==> config.mk <==
export PLATFORM = sky130hd
export DESIGN_NAME = pipe_stage_chain_flat
export DESIGN_NICKNAME = d
export VERILOG_FILES = /design/src/rtl/pipe_stage_chain_if.sv /design/src/rtl/pipe_stage_chain.sv /design/src/flat_wrapper.sv
export SDC_FILE = /design/constraint.sdc
export NUM_CORES = 1
export LEC_CHECK = 0
export BUFFER_PORTS_ARGS = -buffer_cell sky130_fd_sc_hd__buf_2
export CORE_ASPECT_RATIO = 2
export CORE_MARGIN = 2
export CORE_UTILIZATION = 33
export CTS_CLUSTER_SIZE = 14
export DETAILED_ROUTE_END_ITERATION = 8
export PLACE_DENSITY = 0.54
export SYNTH_ARGS = -nofsm -noshare
export SYNTH_HDL_FRONTEND = slang
export SYNTH_SLANG_ARGS = --single-unit
==> constraint.sdc <==
create_clock -name i_clk -period 1.5 [get_ports i_clk]
set_input_delay 0.075 -clock i_clk [delete_from_list [all_inputs] [get_ports i_clk]]
set_output_delay 0.075 -clock i_clk [all_outputs]
set_load 0.005 [all_outputs]
==> src/rtl/pipe_stage_chain_if.sv <==
// Signal bundle between a pipe_stage_chain and its hazard/control logic:
// stage-0 input handshake, per-stage stall/flush, stage state and tag lookups.
interface pipe_stage_chain_if #(
  parameter int DW     = 32,
  parameter int STAGES = 4,
  parameter int TW     = 5,
  parameter int NLK    = 2
);
  logic                  in_valid;
  logic [DW-1:0]         in_data;
  logic [TW-1:0]         in_tag;
  logic                  in_we;
  logic                  in_ready;
  logic [STAGES-1:0]     stall;
  logic [STAGES-1:0]     flush;
  logic [STAGES-1:0]     stage_valid;
  logic [STAGES*DW-1:0]  stage_data;
  logic [STAGES*TW-1:0]  stage_tag;
  logic [STAGES-1:0]     stage_we;
  logic [NLK*TW-1:0]     lk_tag;
  logic [NLK-1:0]        lk_hit;
  logic [NLK*3-1:0]      lk_stage;

  // Control side: feeds ops, stalls/flushes stages, queries producers.
  modport master (
    output in_valid, in_data, in_tag, in_we, stall, flush, lk_tag,
    input  in_ready, stage_valid, stage_data, stage_tag, stage_we,
           lk_hit, lk_stage
  );

  // Pipeline side.
  modport slave (
    input  in_valid, in_data, in_tag, in_we, stall, flush, lk_tag,
    output in_ready, stage_valid, stage_data, stage_tag, stage_we,
           lk_hit, lk_stage
  );
endinterface

==> src/rtl/pipe_stage_chain.sv <==
// Generic chain of STAGES pipeline registers with stall/flush/bubble control
// and youngest-producer tag lookup. Optional counters: PIPE_STAGE_CHAIN_PERF_EN.
module pipe_stage_chain #(
  parameter int DW     = 32,
  parameter int STAGES = 4,
  parameter int TW     = 5,
  parameter int NLK    = 2
) (
  input  logic               i_clk,
  input  logic               i_rst,
`ifdef PIPE_STAGE_CHAIN_PERF_EN
  output logic [31:0]        o_bubble_cnt,
  output logic [31:0]        o_flush_cnt,
  output logic [31:0]        o_retire_cnt,
`endif
  pipe_stage_chain_if.slave  bus
);

  logic [STAGES-1:0]          r_valid;
  logic [STAGES-1:0]          r_we;
  logic [STAGES-1:0][DW-1:0]  r_data;
  logic [STAGES-1:0][TW-1:0]  r_tag;

  logic [STAGES-1:0]          w_hold;
  logic [STAGES-1:0]          w_bubble;
  logic [STAGES-1:0]          w_src_valid;
  logic [STAGES-1:0]          w_src_we;
  logic [STAGES-1:0][DW-1:0]  w_src_data;
  logic [STAGES-1:0][TW-1:0]  w_src_tag;

  logic [NLK-1:0][TW-1:0]     w_lk_tag;
  logic [NLK-1:0]             w_lk_hit;
  logic [NLK-1:0][2:0]        w_lk_stage;

  // A stall anywhere downstream freezes this stage; the first non-held
  // stage after a held one takes a bubble.
  always_comb begin
    w_hold   = '0;
    w_bubble = '0;
    for (int i = 0; i < STAGES; i++) begin
      w_hold[i] = |(bus.stall >> i);
    end
    for (int i = 1; i < STAGES; i++) begin
      w_bubble[i] = w_hold[i-1] & ~w_hold[i];
    end
  end

  assign w_src_valid = {r_valid[STAGES-2:0], bus.in_valid};
  assign w_src_we    = {r_we[STAGES-2:0],    bus.in_we};
  assign w_src_data  = {r_data[STAGES-2:0],  bus.in_data};
  assign w_src_tag   = {r_tag[STAGES-2:0],   bus.in_tag};

  always_ff @(posedge i_clk) begin
    if (i_rst) begin
      r_valid <= '0;
      r_we    <= '0;
      r_data  <= '0;
      r_tag   <= '0;
    end else begin
      for (int i = 0; i < STAGES; i++) begin
        if (bus.flush[i] || w_bubble[i]) begin
          r_valid[i] <= 1'b0;
          r_we[i]    <= 1'b0;
          r_data[i]  <= '0;
          r_tag[i]   <= '0;
        end else if (!w_hold[i]) begin
          r_valid[i] <= w_src_valid[i];
          r_we[i]    <= w_src_we[i];
          r_data[i]  <= w_src_data[i];
          r_tag[i]   <= w_src_tag[i];
        end
      end
    end
  end

  // Scan oldest to youngest so the youngest match wins.
  assign w_lk_tag = bus.lk_tag;

  always_comb begin
    w_lk_hit   = '0;
    w_lk_stage = '0;
    for (int k = 0; k < NLK; k++) begin
      for (int i = STAGES - 1; i >= 0; i--) begin
        if (r_valid[i] && r_we[i] && (r_tag[i] == w_lk_tag[k]) &&
            (w_lk_tag[k] != '0)) begin
          w_lk_hit[k]   = 1'b1;
          w_lk_stage[k] = 3'(i);
        end
      end
    end
  end

  assign bus.in_ready    = ~w_hold[0];
  assign bus.stage_valid = r_valid;
  assign bus.stage_we    = r_we;
  assign bus.stage_data  = r_data;
  assign bus.stage_tag   = r_tag;
  assign bus.lk_hit      = w_lk_hit;
  assign bus.lk_stage    = w_lk_stage;

`ifdef PIPE_STAGE_CHAIN_PERF_EN
  logic        w_ev_bubble;
  logic        w_ev_flush;
  logic        w_ev_retire;
  logic [31:0] r_bubble_cnt;
  logic [31:0] r_flush_cnt;
  logic [31:0] r_retire_cnt;

  // A flushed stage does not count as a bubble even if it sits after a hold.
  assign w_ev_bubble = |(w_bubble & ~bus.flush);
  assign w_ev_flush  = |(bus.flush & r_valid);
  assign w_ev_retire = r_valid[STAGES-1] & ~w_hold[STAGES-1];

  always_ff @(posedge i_clk) begin
    if (i_rst) begin
      r_bubble_cnt <= '0;
      r_flush_cnt  <= '0;
      r_retire_cnt <= '0;
    end else begin
      if (w_ev_bubble && (r_bubble_cnt != '1)) r_bubble_cnt <= r_bubble_cnt + 32'd1;
      if (w_ev_flush  && (r_flush_cnt  != '1)) r_flush_cnt  <= r_flush_cnt  + 32'd1;
      if (w_ev_retire && (r_retire_cnt != '1)) r_retire_cnt <= r_retire_cnt + 32'd1;
    end
  end

  assign o_bubble_cnt = r_bubble_cnt;
  assign o_flush_cnt  = r_flush_cnt;
  assign o_retire_cnt = r_retire_cnt;
`endif

endmodule

==> src/flat_wrapper.sv <==
// flat-port wrapper written by rule: the top's interface ports become plain ports
module pipe_stage_chain_flat 
#(
  parameter int DW     = 32,
  parameter int STAGES = 4,
  parameter int TW     = 5,
  parameter int NLK    = 2
)
  (i_clk, i_rst, bus_in_valid, bus_in_data, bus_in_tag, bus_in_we, bus_stall, bus_flush, bus_lk_tag, bus_in_ready, bus_stage_valid, bus_stage_data, bus_stage_tag, bus_stage_we, bus_lk_hit, bus_lk_stage);
  pipe_stage_chain_if #(.DW(DW), .STAGES(STAGES), .TW(TW), .NLK(NLK)) bus_i ();
  input  logic i_clk;
  input  logic i_rst;
  input wire logic [$bits(bus_i.in_valid)-1:0] bus_in_valid;
  input wire logic [$bits(bus_i.in_data)-1:0] bus_in_data;
  input wire logic [$bits(bus_i.in_tag)-1:0] bus_in_tag;
  input wire logic [$bits(bus_i.in_we)-1:0] bus_in_we;
  input wire logic [$bits(bus_i.stall)-1:0] bus_stall;
  input wire logic [$bits(bus_i.flush)-1:0] bus_flush;
  input wire logic [$bits(bus_i.lk_tag)-1:0] bus_lk_tag;
  output wire logic [$bits(bus_i.in_ready)-1:0] bus_in_ready;
  output wire logic [$bits(bus_i.stage_valid)-1:0] bus_stage_valid;
  output wire logic [$bits(bus_i.stage_data)-1:0] bus_stage_data;
  output wire logic [$bits(bus_i.stage_tag)-1:0] bus_stage_tag;
  output wire logic [$bits(bus_i.stage_we)-1:0] bus_stage_we;
  output wire logic [$bits(bus_i.lk_hit)-1:0] bus_lk_hit;
  output wire logic [$bits(bus_i.lk_stage)-1:0] bus_lk_stage;
  assign bus_i.in_valid = bus_in_valid;
  assign bus_i.in_data = bus_in_data;
  assign bus_i.in_tag = bus_in_tag;
  assign bus_i.in_we = bus_in_we;
  assign bus_i.stall = bus_stall;
  assign bus_i.flush = bus_flush;
  assign bus_i.lk_tag = bus_lk_tag;
  assign bus_in_ready = bus_i.in_ready;
  assign bus_stage_valid = bus_i.stage_valid;
  assign bus_stage_data = bus_i.stage_data;
  assign bus_stage_tag = bus_i.stage_tag;
  assign bus_stage_we = bus_i.stage_we;
  assign bus_lk_hit = bus_i.lk_hit;
  assign bus_lk_stage = bus_i.lk_stage;
  pipe_stage_chain #(.DW(DW), .STAGES(STAGES), .TW(TW), .NLK(NLK)) u_core (.i_clk(i_clk), .i_rst(i_rst), .bus(bus_i));
endmodule
# Word level (Yosys, flattened, before mapping)
# Index checks and enable logic that the tools add are counted.
[classes]
n_eq_ne = 8
muxes = 16
n_bitwise = 7
n_reduce_logical = 32
[ops]
columns = ["operator", "count"]
rows = [
  ["$eq 5x5->1", 8],
  ["$logic_and 1x1->1", 20],
  ["$mux 2", 5],
  ["$reduce_bool 5->1", 2],
  ["$reduce_or 2->1", 5],
  ["$mux 3", 3],
  ["$mux 1", 8],
  ["$not 1->1", 4],
  ["$reduce_or 4->1", 1],
  ["$and 1x1->1", 3],
  ["$logic_or 1x1->1", 3],
  ["$reduce_or 3->1", 1],
]
[word_totals]
register_bits = 156
in_bits = 59
out_inout_bits = 165
wordCells = 79

# Longest topological paths before layout
# Gate-level depths: netlist (run 1).
[logic_depth]
word_depth = 7
mapped_depth = 7
ltp_nobuf = 5

# Worst setup path before layout (run 1)
# No wires, ideal clock.
[synth_timing]
kind = "register -> output"
startpoint = "register u_core.r_tag, in the netlist u_core.bus.stage_tag[12]"
endpoint = "output bus_lk_stage[4]"
arrival_ps = 1290
required_time_ps = 1425
setup_slack_ps = 135
path_stages_with_launch = 5
n_path_buf = 0
cell_sequence = "dfxtp_1 > xnor2_1 > nand3_1 > or3b_1 > a211oi_1"
[synth_between]
elab_chain_len = 6
[synth_lines]
columns = ["element", "line_no", "text"]
rows = [
  ["start, declared", "pipe_stage_chain.sv:22", "logic [STAGES-1:0][TW-1:0] r_tag;"],
  ["start signal, assigned by index", "pipe_stage_chain.sv:70", "r_tag[i] <= w_src_tag[i];"],
  ["$eq 5x5->1", "pipe_stage_chain.sv:84", "if (r_valid[i] && r_we[i] && (r_tag[i] == w_lk_tag[k]) &&"],
  ["$logic_and 1x1->1 (2 in series)", "pipe_stage_chain.sv:84", ""],
  ["$mux 2 (3 in series)", "pipe_stage_chain.sv:84", ""],
  ["end, declared", "flat_wrapper.sv:26", "output wire logic [$bits(bus_i.lk_stage)-1:0] bus_lk_stage;"],
]
# Every way passes these cells.

# Worst setup path in the final report (run 1)
[layout_timing]
startpoint = "register u_core.r_tag, in the netlist u_core.bus.stage_tag[15]"
endpoint = "output bus_lk_stage[3]"
[layout_between]
elab_chain_len = 7
[layout_lines]
columns = ["element", "line_no"]
rows = [
  ["$eq 5x5->1", "pipe_stage_chain.sv:84"],
  ["$logic_and 1x1->1 (2 in series)", "pipe_stage_chain.sv:84"],
  ["$mux 2 (4 in series)", "pipe_stage_chain.sv:84"],
]
# Every way passes these cells.

==> summary.md, run 1 <==
| Metric | Value |
|---|---|
| Finished Layout Cells | `1255` |
| Tcrit/Tclk final | `131%` |
| DRC violation count after routing | `0` |
| Ratio of cells with drive above 1 in the final layout | `around 34%` |
| Clock Latency Late Sink | `0.43 ns` |
| Worst-case clock buffer depth | `2` |
| GR Util All Layers | `21.3%` |
| Root Driver | `clkbuf_16` |
| CTS H-tree depth | `4` |
| Synth Warn # | `0` |
| Failing checks | `negative setup slack` |
| Worst IR Drop VDD | `0.639 mV` |
| CTS Buf Count | `17` |
| Nets | `1084` |
| Crit Path Class | `flop to output port` |
| Post-synth EDFFs | `0` |
| Vias | `a little over 6k` |
| Worst slack at placement | `-0.103 ns` |
| Final Slew Violations | `0` |
| First-pass GRT wire length | `about 32000 um` |
| CP cell instances | `xor2_1 -> nor4_2 -> buf_4 -> o2111ai_1 -> a21oi_1 -> buf_2` |
| Avg WL per Cell | `between 15 and 20 um` |
| Final RePlAce weighted congestion | `a little under 0.9` |
| Syn avg cell area | `8.23 sq um` |
| Clk_skew | `around 0.010 ns` |
| Worst-path clk slew | `roughly 0.070 ns` |
| Crit path max-delay family | `flip-flops` |
| # rows | `70` |
| Setup-failing EPs final | `6` |
| Synthesized area | `slightly above 6000 sq um` |
| Fmax | `~0.51 GHz` |
| DRT Wirelength | `20800 um` |
| R2R cell count | `4` |
| Post-route ant nets | `0` |
| RSZ-0062 raised after global routing | `true` |
| Power Dens Cells | `1020 nW/um^2` |
| Total Neg Setup Slack | `-2.22 ns` |
| Min-Delay Path Class | `primary input to flop` |
| Core region area | `between 15000 and 20000 sq um` |
| Crit-path slowest cell | `dfxtp_2` |
| Min Tclk post-route | `1.97 ns` |
| CP max stage delay | `0.34 ns` |
| CP Launch Type | `flop` |
| Max Fanout on Critical Path | `3` |
| WP data required | `1.42 ns` |
| Gate Count Post-Synth | `739` |
| Post-synthesis sequential area ratio | `roughly half` |
| Max Cap Violations | `0` |
| Final worst setup slack | `-0.470 ns` |
| Commonest register cell after synthesis | `dfxtp_1` |
| Drt first-iter violations | `between 150 and 200` |
| CTS tree | `done` |
| Full die area | `between 15000 and 20000 sq um` |
| Yosys reg bits | `156` |
| Critical Path AT | `about 1.9 ns` |
| WP buf/inv | `2` |
| Routed vias/inst | `roughly 4.8` |
| Levels on crit path | `6` |
| Asr flop ratio synth | `0%` |
| Synth unique cells | `37` |
| Die H | `196 um` |
| Area grow syn2layout | `45.9%` |
| Initial Util | `approximately 34%` |
| Placed cell count | `1178` |
| Die W | `between 90 and 100 um` |
| Fin. Hold Viols | `0` |
| Leak pwr | `just under 4 nW` |
| Crit path capture type | `output port` |
| IO Pins | `~220` |
| Remaining Overflow, GRT | `0` |
| Status | `complete, but fails checks` |
| Final HPWL DP | `approximately 15000 um` |
| Vias in the first global route | `about 6.0k` |
| Initial antenna violation count | `2` |
| Pre-antenna DRT Iters | `7` |
| PortBufs | `~220` |
| Clk sinks | `between 150 and 200` |
| Hold path cells | `5` |
| Largest net degree at the start of global routing | `30` |
==> cells by family after synthesis <==
kind of cell	after synthesis	synth area share, %
flops	156	51.4
other cells	1	0.0617
buf+inv	62	4.63
xor+xnor	34	4.90
simple gates	316	21.1
mux	39	6.42
compound gates	131	11.5
==> report_power, final <==
group | internal (W) | switching [W] | total [W]
Clock | 0.00240 | 0.00191 | 0.00431
Sequential | 0.00415 | 0.00000847 | 0.00416
Combinational | 0.000258 | 0.000326 | 0.000584
==> sequential cells by signal, indices dropped and copies added, names as in the netlist <==
name and count:
u_core.bus.stage_tag 20, u_core.bus.stage_valid 4, u_core.bus.stage_we 4, u_core.bus.stage_data 128
==> layer usage <==
metal  vias up  share of wire (%)  global-route usage (%)
met5         -              0.053                       0
met3        56                4.6                    4.10
met4         2                4.8                    12.3
met1      2795                 35                    20.8
li1       2992                  -                       -
met2       194                 56                    40.5
==> final timing paths <==
| check | slack (ns) | end | start |
|---|---|---|---|
| max | -0.47 | bus_lk_stage[3] | u_core.bus.stage_tag[15] |
| min | 0.13 | u_core.bus.stage_data[127] | bus_flush[3] |
| max reg2reg | 0.61 | u_core.bus.stage_tag[19] | u_core.bus.stage_tag[14] |
| min reg2reg | 0.45 | u_core.bus.stage_data[70] | u_core.bus.stage_data[38] |
==> synth_stat cells (3+ instances only) <==
library cell  instances  area [sq um]
nor4_1                5          31.3
nand3_1               5          25.0
nand4_1               4          25.0
xor2_1               18           158
inv_1                 6          22.5
dfxtp_1             156          3120
nand2_1             239           897
mux2i_1              39           390
buf_4                 3          22.5
nor2_1               45           169
a21oi_1             120           601
clkbuf_1             21          78.8
xnor2_1              16           140
buf_2                29           145
==> worst register-to-register path: cells and delay by family, from the launching register on <==
family	cells	cell delay [ns]
buffers and inverters	2	0.26
AND/OR/NAND/NOR	1	0.06
multiplexers	1	0.12
flip-flops	1	0.34
==> repair_timing <==
action / 4_1_cts / 5_1_grt
setup endpoints to repair: 6 / 6
endpoints found under the hold margin: 39 / 0
pin swaps: 16 / 9
setup buffers: 3 / 3
gates resized for setup: 29 / 6
hold buffers: 39 / 0
==> stage by stage <==
stage          utilization [%]  power (W)  hold slack (ns)  instance area, sq um
4_1_cts                   48.7    0.00916            0.110                  8830
6_report                  48.9    0.00905            0.128                  8870
2_1_floorplan                -    0.00452            0.211                  6080
3_5_place_dp              42.5    0.00474            0.322                  7710
3_3_place_gp              42.5    0.00474            0.316                  7710
5_1_grt                   48.9    0.00936            0.124                  8870
==> final cells by class <==
| class | instances | area [sq um] |
|---|---|---|
| fillers | 1849 | 9260 |
| inverters | 7 | 26.3 |
| repair buffers | 321 | 2030 |
| flip-flops and latches | 156 | 3140 |
| clock inverters | 14 | 146 |
| diodes | 1 | 2.50 |
| clock buffers | 18 | 439 |
| well taps | 216 | 270 |
| multi-input cells | 522 | 2820 |
==> cell usage in the layout, fill, tap and decap left out, types with 2 or more instances in the layout <==
cell,instances
a211o_1,2
a211oi_2,2
a21oi_1,120
a222oi_1,2
and4_1,2
buf_12,5
buf_2,221
buf_4,53
buf_6,3
clkbuf_16,17
clkinv_4,2
conb_1,2
dfxtp_1,144
dfxtp_2,12
dlygate4sd3_1,39
inv_1,6
inv_6,6
inv_8,3
mux2i_1,39
nand2_1,238
nand3_1,4
nand4_1,4
nand4b_1,2
nor2_1,43
nor2_2,2
nor2b_1,2
nor4_2,4
or2_2,2
xnor2_1,11
xnor2_2,4
xor2_1,18
No activity file was read; power rests on OpenSTA's default activity.
==> run 2: changes to the inputs <==
Settings changed: REMOVE_ABC_BUFFERS set to 1.
==> run 2 against run 1 <==
Against the previous run: critical endpoint is now bus_lk_stage[4]; die area is the same; final cell count shrank 1.4%; largest power group is now sequential cells; clock power shrank 5.3%; combinational power is essentially flat; the run still ends with negative setup slack left.
==> summary.md, run 2 (synthesis results as in run 1) <==
| Metric | Value |
|---|---|
| Final Slew Violations | `0 (unchanged)` |
| RR Endpoint | `u_core.bus.stage_tag[15]` |
| CTS Buf Count | `17 (unchanged)` |
| Clk_skew | `0.00780 ns (-0.00260 ns)` |
| Most frequent cells in the layout | `nand2_1, buf_2, dfxtp_1, a21oi_1, nor2_1` |
| Commonest non-fill, non-tap cell in the layout | `nand2_1` |
| R2r startpoint | `u_core.bus.stage_tag[15]` |
| Worst-path clk slew | `0.06 ns (about the same)` |
| Crit path capture type | `output port` |
| Hold slack | `0.0996 ns (-0.0283 ns)` |
| DRT Wirelength | `20500 um (-1.9%)` |
| Root Driver | `clkbuf_16` |
| RSZ-0062 raised after global routing | `true` |
| Sw Share | `23.4% (-1.5 points)` |
| Clock power share | `46.3% (-1.3 points)` |
| Max reg flops | `128 (unchanged)` |
| Max Cap Violations | `0 (unchanged)` |
| Pre-antenna DRT Iters | `5 (-2)` |
| Hold path endpoint | `u_core.bus.stage_data[122]` |
| Nets | `1068 (-1.5%)` |
| Clock Latency Late Sink | `0.42 ns (about the same)` |
| Ant. Diodes | `0 (-1)` |
| First-pass GRT wire length | `31600 um (-0.61%)` |
| Clk sinks | `156 (unchanged)` |
| Routed vias/inst | `4.80 (-0.27%)` |
| Drt first-iter violations | `158 (-7.1%)` |
| Area grow syn2layout | `42.8%` |
| PortBufs | `221 (unchanged)` |
| Min Tclk post-route | `1.90 ns (-0.0658 ns)` |
| Final worst setup slack | `-0.404 ns (+0.0658 ns)` |
| Final RePlAce weighted congestion | `0.874 (-0.44%)` |
| Failing checks | `negative setup slack` |
| Tcrit/Tclk final | `127% (-4.4 points)` |
| Finished Core Util | `47.9% (-1.0 points)` |
| Vias in the first global route | `5931 (-0.65%)` |
| Post-route ant nets | `0 (unchanged)` |
| Power Dens Cells | `1020 nW/um^2 (-0.42%)` |
| Fmax | `0.525 GHz (+3.5%)` |
| Worst IR Drop VDD | `0.788 mV (+23%)` |
| Overall Power | `0.00882 W (-2.6%)` |
| WP data required | `1.42 ns (about the same)` |
| Hold path cells | `5 (unchanged)` |
| # rows | `70 (unchanged)` |
| R2R cell count | `4 (unchanged)` |
| Worst-case clock buffer depth | `2 (unchanged)` |
| CTS H-tree depth | `4 (unchanged)` |
| Fin. Hold Viols | `0 (unchanged)` |
| Avg WL per Cell | `16.5 um (-0.52%)` |
| Leak pwr | `3.79 nW (-2.9%)` |
| Sequential share of power | `47.1% (+1.2 points)` |
| Core region area | `18100 sq um (unchanged)` |
| Largest net degree at the start of global routing | `40 (+33%)` |
| GR Util All Layers | `21.1% (-0.21 points)` |
| Die W | `100 um (unchanged)` |
| Vias | `5941 (-1.6%)` |
| DRC violation count after routing | `0 (unchanged)` |
| IO Pins | `224 (unchanged)` |
| Ratio of cells with drive above 1 in the final layout | `32.7% (-1.2 points)` |
| Status | `complete, but fails checks` |
| Critical Path AT | `1.83 ns (-0.06 ns)` |
| R2R setup slack | `0.63 ns (+0.02 ns)` |
| Comb pwr share | `6.7% (+0.2 points)` |
| Remaining Overflow, GRT | `0 (unchanged)` |
| Internal Pwr Total | `0.00676 W (-0.64%)` |
| Hold Path Origin | `bus_flush[3]` |
| Initial Util | `33.5% (unchanged)` |
| Die H | `196 um (unchanged)` |
| Crit Path Class | `flop to output port` |
| Setup-failing EPs final | `6 (unchanged)` |
| Min-Delay Path Class | `primary input to flop` |
| Final HPWL DP | `14800 um (-4.5%)` |
| Initial antenna violation count | `0 (-2)` |
| Full die area | `19600 sq um (unchanged)` |
| Max Fanout on Critical Path | `4 (+1)` |
| CTS tree | `done` |
| Net switching power | `0.00206 W (-8.4%)` |
| CP Launch Type | `flop` |
-- run 2: cell types whose count changed in the layout (fill, tap and decap cells not counted), moves of 2 or more --
cell | before | now
buf_6 | 3 | 0
clkinv_2 | 1 | 4
inv_8 | 3 | 0
buf_4 | 53 | 41
a211o_2 | 0 | 2
nor2_1 | 43 | 45
clkbuf_1 | 0 | 3
a211o_1 | 2 | 0
nor2_2 | 2 | 0
inv_6 | 6 | 0
dfxtp_1 | 144 | 141
dfxtp_4 | 0 | 4
clkinv_4 | 2 | 4
nor4_2 | 4 | 2
-- run 2: cell type report --
class	count	area (sq um)
Fill cell	1883	9450
Clock inverter	10	92.6
Multi-Input combinational cell	522	2790
Clock buffer	22	464
Sequential cell	156	3150
Tap cell	216	270
Timing Repair Buffer	305	1880
Inverter	7	26.3
-- run 2: critical path: stages (launching register included) --
cell and delay [ns]:
dfxtp_4 0.39, xnor2_2 0.11, nand4_1 0.14, or3b_1 0.41, a211oi_2 0.22, buf_2 0.14
-- run 2: power by group through the flow --
| stage | registers [W] | logic [W] | clock network (W) |
|---|---|---|---|
| final | 0.00415 | 0.000587 | 0.00408 |
| after global routing | 0.00415 | 0.000634 | 0.00436 |
| after CTS | 0.00416 | 0.000587 | 0.00421 |
| after detailed placement | 0.00425 | 0.000500 | 0 |
| after global placement | 0.00425 | 0.000501 | 0 |
| after floorplan | 0.00425 | 0.000187 | 0 |
-- run 2: metrics by stage --
stage	area (sq um)	worst slack [ns]	TNS [ns]	std cells
floorplan	5830	-1.06	-76.91	685
global placement	7580	-0.148	-0.271	1163
detailed placement	7580	-0.151	-0.336	1163
CTS	8620	-0.416	-2.19	1237
global route	8680	-0.519	-2.79	1238
finish	8680	-0.404	-2.13	1238
-- run 2: how the worst max path moves through the flow --
stage	startpoint	endpoint	slack (ns)	depth (start not counted)
2_1_floorplan	bus_stall[3]	u_core.bus.stage_data[0]	-1.06	5
3_3_place_gp	u_core.bus.stage_tag[18]	bus_lk_stage[4]	-0.15	5
3_5_place_dp	u_core.bus.stage_tag[17]	bus_lk_stage[4]	-0.15	6
4_1_cts	u_core.bus.stage_tag[10]	bus_lk_stage[4]	-0.42	5
5_1_grt	u_core.bus.stage_tag[15]	bus_lk_hit[0]	-0.52	6
6_report	u_core.bus.stage_tag[13]	bus_lk_stage[4]	-0.40	5
-- run 2: routing by layer --
| metal | vias to the layer above | part of all wire [%] | global-route usage [%] | wire length (um) |
|---|---|---|---|---|
| met1 | 2776 | 35 | 20.2 | 7150 |
| met5 | - | 0 | 0 | 0 |
| met2 | 167 | 57 | 41.0 | 11600 |
| met3 | 47 | 4.0 | 3.95 | 811 |
| met4 | 0 | 4.2 | 11.3 | 851 |
| li1 | 2951 | - | - | - |
-- run 2: timing repair --
action                                  4_1_cts  5_1_grt
buffers inserted                              3        1
endpoints found under the hold margin        39        0
gates resized for setup                      23       10
pin swaps                                    14        7
hold buffers                                 39        0
endpoints found under the setup margin        6        6
gates cloned                                  0        0
